$ cat src/rtl/acc_mem_arbiter_if.sv
// rtl/acc_mem_arbiter_if.sv - accelerator request and data-memory port bundle for acc_mem_arbiter
`timescale 1ns/1ps
interface acc_mem_arbiter_if #(
    parameter int NUM_ACC         = 4,
    parameter int ADDR_SIZE       = 16,
    parameter int READ_DATA_SIZE  = 512,
    parameter int WRITE_DATA_SIZE = 32
);
    logic [NUM_ACC-1:0]                 acc_read_en;
    logic [NUM_ACC*ADDR_SIZE-1:0]       acc_read_addr;
    logic [NUM_ACC-1:0]                 acc_write_en;
    logic [NUM_ACC*ADDR_SIZE-1:0]       acc_write_addr;
    logic [NUM_ACC*WRITE_DATA_SIZE-1:0] acc_write_data;
    logic [READ_DATA_SIZE-1:0]          acc_read_data;
    logic [NUM_ACC-1:0]                 acc_read_data_valid;
    logic [NUM_ACC-1:0]                 acc_write_done;
    logic                               cpu_mem_req;
    logic                               mem_en;
    logic                               mem_wr;
    logic [ADDR_SIZE-1:0]               mem_addr;
    logic [WRITE_DATA_SIZE-1:0]         mem_wdata;
    logic [READ_DATA_SIZE-1:0]          mem_rdata;

    // slave: the arbiter; master: accelerators, CPU and memory around it
    modport slave (
        input  acc_read_en, acc_read_addr, acc_write_en, acc_write_addr, acc_write_data,
        input  cpu_mem_req, mem_rdata,
        output acc_read_data, acc_read_data_valid, acc_write_done,
        output mem_en, mem_wr, mem_addr, mem_wdata
    );
    modport master (
        output acc_read_en, acc_read_addr, acc_write_en, acc_write_addr, acc_write_data,
        output cpu_mem_req, mem_rdata,
        input  acc_read_data, acc_read_data_valid, acc_write_done,
        input  mem_en, mem_wr, mem_addr, mem_wdata
    );
endinterface

$ cat src/rtl/acc_mem_arbiter.sv
// rtl/acc_mem_arbiter.sv - round-robin arbiter of accelerator reads/writes onto one data-memory port
`timescale 1ns/1ps
module acc_mem_arbiter #(
    parameter int NUM_ACC          = 4,
    parameter int ADDR_SIZE        = 16,
    parameter int READ_DATA_SIZE   = 512,
    parameter int WRITE_DATA_SIZE  = 32,
    parameter int MEM_READ_LATENCY = 1
) (
    input  logic             clk,
    input  logic             rst_n,
    acc_mem_arbiter_if.slave bus
);
    localparam int IDX_W = (NUM_ACC > 1) ? $clog2(NUM_ACC) : 1;
    localparam int CNT_W = $clog2(MEM_READ_LATENCY) + 1;
    localparam logic [IDX_W-1:0] LAST_IDX = IDX_W'(NUM_ACC - 1);
    localparam logic [CNT_W-1:0] CNT_LOAD = CNT_W'(MEM_READ_LATENCY - 1);

    typedef enum logic [1:0] {ST_ARB, ST_ISSUE, ST_WAIT, ST_RESP} state_t;

    state_t                     r_state, w_state_nxt;
    logic [IDX_W-1:0]           r_last_grant;
    logic [IDX_W-1:0]           r_gidx;
    logic                       r_op_wr;
    logic [ADDR_SIZE-1:0]       r_addr;
    logic [WRITE_DATA_SIZE-1:0] r_wdata;
    logic [CNT_W-1:0]           r_cnt;
    logic [READ_DATA_SIZE-1:0]  r_rdata;

    logic [NUM_ACC-1:0]         w_elig;
    logic [NUM_ACC-1:0]         w_gvec;
    logic [IDX_W-1:0]           w_pick;
    logic                       w_any;
    int                         w_scan;

    assign w_elig             = bus.acc_read_en | bus.acc_write_en;
    assign w_gvec             = {{(NUM_ACC-1){1'b0}}, 1'b1} << r_gidx;
    assign bus.acc_read_data  = r_rdata;

    // First eligible slot after the last grant, wrapping around
    always_comb begin
        w_any  = 1'b0;
        w_pick = r_last_grant;
        w_scan = 0;
        for (int k = 1; k <= NUM_ACC; k++) begin
            w_scan = int'(r_last_grant) + k;
            if (w_scan >= NUM_ACC) w_scan = w_scan - NUM_ACC;
            if (!w_any && w_elig[IDX_W'(w_scan)]) begin
                w_any  = 1'b1;
                w_pick = IDX_W'(w_scan);
            end
        end
    end

    always_ff @(posedge clk or negedge rst_n) begin
        if (!rst_n) r_state <= ST_ARB;
        else        r_state <= w_state_nxt;
    end

    always_comb begin
        w_state_nxt             = r_state;
        bus.mem_en              = 1'b0;
        bus.mem_wr              = 1'b0;
        bus.mem_addr            = '0;
        bus.mem_wdata           = '0;
        bus.acc_read_data_valid = '0;
        bus.acc_write_done      = '0;
        case (r_state)
            ST_ARB: begin
                if (w_any) w_state_nxt = ST_ISSUE;
            end
            ST_ISSUE: begin
                if (!bus.cpu_mem_req) begin
                    bus.mem_en    = 1'b1;
                    bus.mem_wr    = r_op_wr;
                    bus.mem_addr  = r_addr;
                    bus.mem_wdata = r_wdata;
                    w_state_nxt   = r_op_wr ? ST_RESP : ST_WAIT;
                end
            end
            ST_WAIT: begin
                if (r_cnt == '0) w_state_nxt = ST_RESP;
            end
            ST_RESP: begin
                if (r_op_wr) bus.acc_write_done      = w_gvec;
                else         bus.acc_read_data_valid = w_gvec;
                w_state_nxt = ST_ARB;
            end
            default: w_state_nxt = ST_ARB;
        endcase
    end

    // A slot with both lines up is granted its read; the write stays pending
    always_ff @(posedge clk or negedge rst_n) begin
        if (!rst_n) begin
            r_last_grant <= LAST_IDX;
            r_gidx       <= '0;
            r_op_wr      <= 1'b0;
            r_addr       <= '0;
            r_wdata      <= '0;
            r_cnt        <= '0;
            r_rdata      <= '0;
        end else begin
            case (r_state)
                ST_ARB: begin
                    if (w_any) begin
                        r_gidx       <= w_pick;
                        r_last_grant <= w_pick;
                        r_op_wr      <= !bus.acc_read_en[w_pick];
                        if (bus.acc_read_en[w_pick]) begin
                            r_addr  <= bus.acc_read_addr[w_pick*ADDR_SIZE +: ADDR_SIZE];
                            r_wdata <= '0;
                        end else begin
                            r_addr  <= bus.acc_write_addr[w_pick*ADDR_SIZE +: ADDR_SIZE];
                            r_wdata <= bus.acc_write_data[w_pick*WRITE_DATA_SIZE +: WRITE_DATA_SIZE];
                        end
                    end
                end
                ST_ISSUE: begin
                    if (!bus.cpu_mem_req && !r_op_wr) r_cnt <= CNT_LOAD;
                end
                ST_WAIT: begin
                    if (r_cnt != '0) r_cnt <= r_cnt - CNT_W'(1);
                    else             r_rdata <= bus.mem_rdata;
                end
                default: ;
            endcase
        end
    end
endmodule

$ cat src/flat_wrapper.sv
// flat-port wrapper written by rule: the top's interface ports become plain ports
module acc_mem_arbiter_flat 
#(
    parameter int NUM_ACC          = 4,
    parameter int ADDR_SIZE        = 16,
    parameter int READ_DATA_SIZE   = 512,
    parameter int WRITE_DATA_SIZE  = 32,
    parameter int MEM_READ_LATENCY = 1
)
  (clk, rst_n, bus_acc_read_en, bus_acc_read_addr, bus_acc_write_en, bus_acc_write_addr, bus_acc_write_data, bus_cpu_mem_req, bus_mem_rdata, bus_acc_read_data, bus_acc_read_data_valid, bus_acc_write_done, bus_mem_en, bus_mem_wr, bus_mem_addr, bus_mem_wdata);
  acc_mem_arbiter_if #(.NUM_ACC(NUM_ACC), .ADDR_SIZE(ADDR_SIZE), .READ_DATA_SIZE(READ_DATA_SIZE), .WRITE_DATA_SIZE(WRITE_DATA_SIZE)) bus_i ();
  input  logic clk;
  input  logic rst_n;
  input wire logic [$bits(bus_i.acc_read_en)-1:0] bus_acc_read_en;
  input wire logic [$bits(bus_i.acc_read_addr)-1:0] bus_acc_read_addr;
  input wire logic [$bits(bus_i.acc_write_en)-1:0] bus_acc_write_en;
  input wire logic [$bits(bus_i.acc_write_addr)-1:0] bus_acc_write_addr;
  input wire logic [$bits(bus_i.acc_write_data)-1:0] bus_acc_write_data;
  input wire logic [$bits(bus_i.cpu_mem_req)-1:0] bus_cpu_mem_req;
  input wire logic [$bits(bus_i.mem_rdata)-1:0] bus_mem_rdata;
  output wire logic [$bits(bus_i.acc_read_data)-1:0] bus_acc_read_data;
  output wire logic [$bits(bus_i.acc_read_data_valid)-1:0] bus_acc_read_data_valid;
  output wire logic [$bits(bus_i.acc_write_done)-1:0] bus_acc_write_done;
  output wire logic [$bits(bus_i.mem_en)-1:0] bus_mem_en;
  output wire logic [$bits(bus_i.mem_wr)-1:0] bus_mem_wr;
  output wire logic [$bits(bus_i.mem_addr)-1:0] bus_mem_addr;
  output wire logic [$bits(bus_i.mem_wdata)-1:0] bus_mem_wdata;
  assign bus_i.acc_read_en = bus_acc_read_en;
  assign bus_i.acc_read_addr = bus_acc_read_addr;
  assign bus_i.acc_write_en = bus_acc_write_en;
  assign bus_i.acc_write_addr = bus_acc_write_addr;
  assign bus_i.acc_write_data = bus_acc_write_data;
  assign bus_i.cpu_mem_req = bus_cpu_mem_req;
  assign bus_i.mem_rdata = bus_mem_rdata;
  assign bus_acc_read_data = bus_i.acc_read_data;
  assign bus_acc_read_data_valid = bus_i.acc_read_data_valid;
  assign bus_acc_write_done = bus_i.acc_write_done;
  assign bus_mem_en = bus_i.mem_en;
  assign bus_mem_wr = bus_i.mem_wr;
  assign bus_mem_addr = bus_i.mem_addr;
  assign bus_mem_wdata = bus_i.mem_wdata;
  acc_mem_arbiter #(.NUM_ACC(NUM_ACC), .ADDR_SIZE(ADDR_SIZE), .READ_DATA_SIZE(READ_DATA_SIZE), .WRITE_DATA_SIZE(WRITE_DATA_SIZE), .MEM_READ_LATENCY(MEM_READ_LATENCY)) u_core (.clk(clk), .rst_n(rst_n), .bus(bus_i));
endmodule
$ cat config.mk
export PLATFORM = sky130hd
export DESIGN_NAME = acc_mem_arbiter_flat
export DESIGN_NICKNAME = d
export VERILOG_FILES = /design/src/rtl/acc_mem_arbiter_if.sv /design/src/rtl/acc_mem_arbiter.sv /design/src/flat_wrapper.sv
export SDC_FILE = /design/constraint.sdc
export NUM_CORES = 1
export LEC_CHECK = 0
export CORE_AREA = 4 4 524 526
export CTS_CLUSTER_DIAMETER = 60
export DETAILED_ROUTE_END_ITERATION = 8
export DIE_AREA = 0 0 528 530
export GPL_TIMING_DRIVEN = 1
export PLACE_DENSITY_LB_ADDON = 0.2
export SLEW_MARGIN = 20
export SYNTH_ARGS = -nofsm -noshare
export SYNTH_HDL_FRONTEND = slang
export SYNTH_SLANG_ARGS = --single-unit
$ cat constraint.sdc
create_clock -name clk -period 4.85 [get_ports clk]
set_clock_uncertainty 0.2 [all_clocks]
set_input_delay 0.485 -clock clk [delete_from_list [all_inputs] [get_ports clk]]
set_output_delay 0.485 -clock clk [all_outputs]
set_load 0.01 [all_outputs]
==> metrics.log <==
[metrics] status: completed
[metrics] count of different cell masters after synthesis: 40
[metrics] r2r endpoint: u_core.r_wdata[21]
[metrics] Overall Global Routing Usage: 10.9%
[metrics] Crit. End Element: output port
[metrics] slew at the pin with the worst max-slew slack: ~1.2 ns
[metrics] count of pins on the block boundary: about 1300
[metrics] die area: ~280000 um2
[metrics] top flip-flop cell by instance count after synthesis: dfrtp_1
[metrics] min-delay worst type: in2async
[metrics] TritonCTS clock tree: yes
[metrics] number of antenna violations at the first check in global routing: 35
[metrics] Routed met3 length: 16700 um
[metrics] crit share post-route: approximately 83%
[metrics] count of buffers added by post-CTS timing repair for setup: 0
[metrics] Remaining Overflow, GRT: 0
[metrics] biggest cell delay along the critical path: 0.64 ns
[metrics] overall power: ~31 mW
[metrics] clock root cell: clkbuf_16
[metrics] number of enable-type register cells in the synthesized netlist: 0
[metrics] number of gates resized after cts: 0
[metrics] CP Cell Sequence: inv_1 -> ha_1 -> nor2b_4 -> buf_4 -> and2_1 -> clkdlybuf4s50_1
[metrics] clock period minus final worst setup slack: roughly 4.0 ns
[metrics] estimated wirelength of the detail-placed design: 131000 um
[metrics] RSZ-0062 raised after global routing: no
[metrics] setup violation total in the final timing report: 0
[metrics] worst r2r src: u_core.r_last_grant[1]
[metrics] vias in the first global route: 22300
[metrics] static leakage: 17.3 nW
[metrics] FMAX: about 0.25 GHz
[metrics] detailed-route via count: ~20000
[metrics] placeable core area: roughly 270000 um2
[metrics] global-route wire length before repair: roughly 210000 um
[metrics] Fill cells: 29800
[metrics] Routed wire per std cell: between 20 and 25 um
[metrics] post-DR vias/cell: just under 3
[metrics] area of the mapped netlist: 23300 um2
[metrics] maximum number of pins on one net before global-route repair: roughly 130
[metrics] Cells after Synth: around 1600
[metrics] met2 layer wire length in the routed design: a little under 80000 um
[metrics] number of iterations in the first detailed-routing pass: 4
[metrics] worst setup slack before clock tree synthesis: ~1.1 ns
[metrics] H-Tree Level Count: 3
[metrics] count of cells along the worst register-to-register path: 6
[metrics] clock buffers created by TritonCTS: 102
[metrics] number of maximum-capacitance constraint violations: 0
[metrics] total count of hold-check failures in the final report: 0
[metrics] portion of synthesized cell area occupied by the leading cell type: roughly 61%
[metrics] fraction of final layout cells sized beyond drive strength 1: approximately a quarter
[metrics] worst reg-to-reg setup slack: approximately 1.7 ns
[metrics] Slowest-stage cell, CP: nor2b_4
[metrics] kind of critical path: reg2out
[metrics] Worst Path Max Fanout: 34
[metrics] remaining routing DRC violations: 0
[metrics] Peak supply drop: around 0.33 mV
[metrics] chip height: approximately 530 um
[metrics] Sinks on Clock Net: between 500 and 600
[metrics] clock insertion delay at the later pin of the skew report: ~0.75 ns
[metrics] Synth Area per Inst: 14.8 um2
[metrics] highest metal layer with signal wires: met5
[metrics] worst-case setup margin in the final layout: 0.845 ns
[metrics] kind of launch point of the worst setup path: flip-flop
[metrics] cell types with the largest area share after synthesis: dfrtp_1, mux2_2, mux2i_1
[metrics] quantity of I/O buffers inserted on ports: about 1300
[metrics] worst rel slew slack: between 20% and 30%
[metrics] number of synthesized register bits: 567
[metrics] routed metal-1 wire length: around 60000 um
[metrics] register area share after synthesis: approximately 61%
[metrics] Initial Utilization: roughly 8.6%
[metrics] Worst EP arrival: around 3.3 ns
[metrics] post-synthesis net count: approximately 2400
[metrics] final max-slew violation count: 0
[metrics] Net count, final: slightly below 4000
[metrics] PD cells: between 600 and 700 nW/um2
[metrics] overall routed net length: about 160000 um
[metrics] DRC marker count from the first detailed-route iteration: 701
[metrics] Detail Route Antenna Nets: 0
[metrics] placer congestion estimate: 0.823
[metrics] setup_tns: 0 ns
[metrics] CTS clk-pin slew, worst paths: 0.06 ns
[metrics] Cell Rows: between 150 and 200
[metrics] cell accounting for the most synthesized area: dfrtp_1
[metrics] number of buffers on the longest clock path: 4
[metrics] YS warnings: 0
[metrics] x dimension of the die: around 530 um
[metrics] proportion of register bits with asynchronous set or reset after synthesis: 100%
[metrics] Area growth syn-to-layout: 95.7%
[metrics] critical path data required time: 4.16 ns
## what timing repair did
item                                   4_1_cts  5_1_grt
endpoints found under the hold margin      146        0
hold buffers                                89        0
setup endpoints to repair                    0        0
## registers in the layout, summed over array words and instances (netlist names)
register and count:
u_core.r_state 2, u_core.r_addr 16, u_core.r_last_grant 2, u_core.r_gidx 2, u_core.r_op_wr 1, u_core.bus.acc_read_data 512
u_core.r_wdata 32
## layer usage
metal	vias up	global-route usage [%]
li1	8741	-
met1	9780	11.8
met2	1018	19.1
met3	195	5.13
met4	32	2.85
met5	-	0
## through the flow
stage               utilization, %  std cells  hold slack, ns  area (um2)
floorplan                        -       1579         -0.0106       23300
global placement              15.3       6446           0.289       41400
global route                  16.9       6716          0.0425       45600
detailed placement            15.3       6446           0.294       41400
finish                        16.9       6725           0.116       45700
CTS                           16.9       6714        0.000228       45600
## synthesized netlist by cell type, drive strengths merged (4+ instances only)
cell type and count:
clkbuf 76, a21oi 8, inv 5, a22o 6, ha 4, nand2 60
mux2 541, nand2b 5, o2bb2ai 10, mux2i 81, a211oi 16, a221oi 6
o21ai 7, o221ai 34, nor2 21, nor3 12, dfrtp 565, and2 60
o22ai 16, buf 22
## power breakdown
part / switching, mW / internal, mW
registers: 1.66 / 7.20
clock network: 2.75 / 4.50
logic: 6.62 / 7.89
## logic make-up (layout without fill, tap and decap cells)
group	count (synthesis)	after routing	share of synthesized area (%)
AO/OA/AOI/OAI	116	116	3.96
adder cells (fa/ha/maj)	4	4	0.215
buffers and inverters	103	1668	1.80
flip-flops	567	567	60.8
multiplexers	622	622	29.6
other	0	11	0
AND/OR/NAND/NOR	167	167	3.60
## cell usage in the layout (no fill, tap or decap), drive strengths merged, types with 8 or more instances in the layout
cell type / synthesis / routed
a211oi: 16 / 16
nor2: 21 / 21
o22ai: 16 / 16
and2: 60 / 60
dlygate4sd3: 0 / 89
nand2: 60 / 60
clkdlybuf4s50: 0 / 1347
clkinvlp: 0 / 11
buf: 22 / 48
dfrtp: 565 / 565
inv: 5 / 11
clkbuf: 76 / 139
diode: 0 / 11
mux2: 541 / 541
mux2i: 81 / 81
a21oi: 8 / 8
o2bb2ai: 10 / 10
nor3: 12 / 12
o221ai: 34 / 34
clkinv: 0 / 17
## how the worst max path moves through the flow
stage	start	end	slack, ns
final	u_core.r_state[1]	bus_mem_wr	0.84
after global routing	u_core.r_state[1]	bus_mem_wr	0.50
after CTS	u_core.r_state[1]	bus_mem_wr	0.60
after detailed placement	bus_acc_read_en[0]	u_core.r_wdata[12]	1.05
after global placement	bus_acc_read_en[0]	u_core.r_wdata[12]	1.11
after floorplan	bus_acc_write_en[1]	u_core.r_addr[1]	2.15
## worst max-delay path: cells and delay by family, from the launching register on
kind / cells / cell delay [ns]
fa+ha+maj: 1 / 0.20
buf+inv: 3 / 1.10
flops: 1 / 0.42
simple gates: 2 / 0.81
## cell type report
class	count	area (um2)	area share [%]
multi-input cells	909	8760	19.2
repair buffers	1484	14800	32.5
well taps	3570	4470	9.78
inverters	5	18.8	0.0411
clock buffers	139	2900	6.36
clock inverters	40	459	1.01
flip-flops and latches	567	14200	31.1
diodes	11	27.5	0.0603
Power figures use the tool's default switching activity.
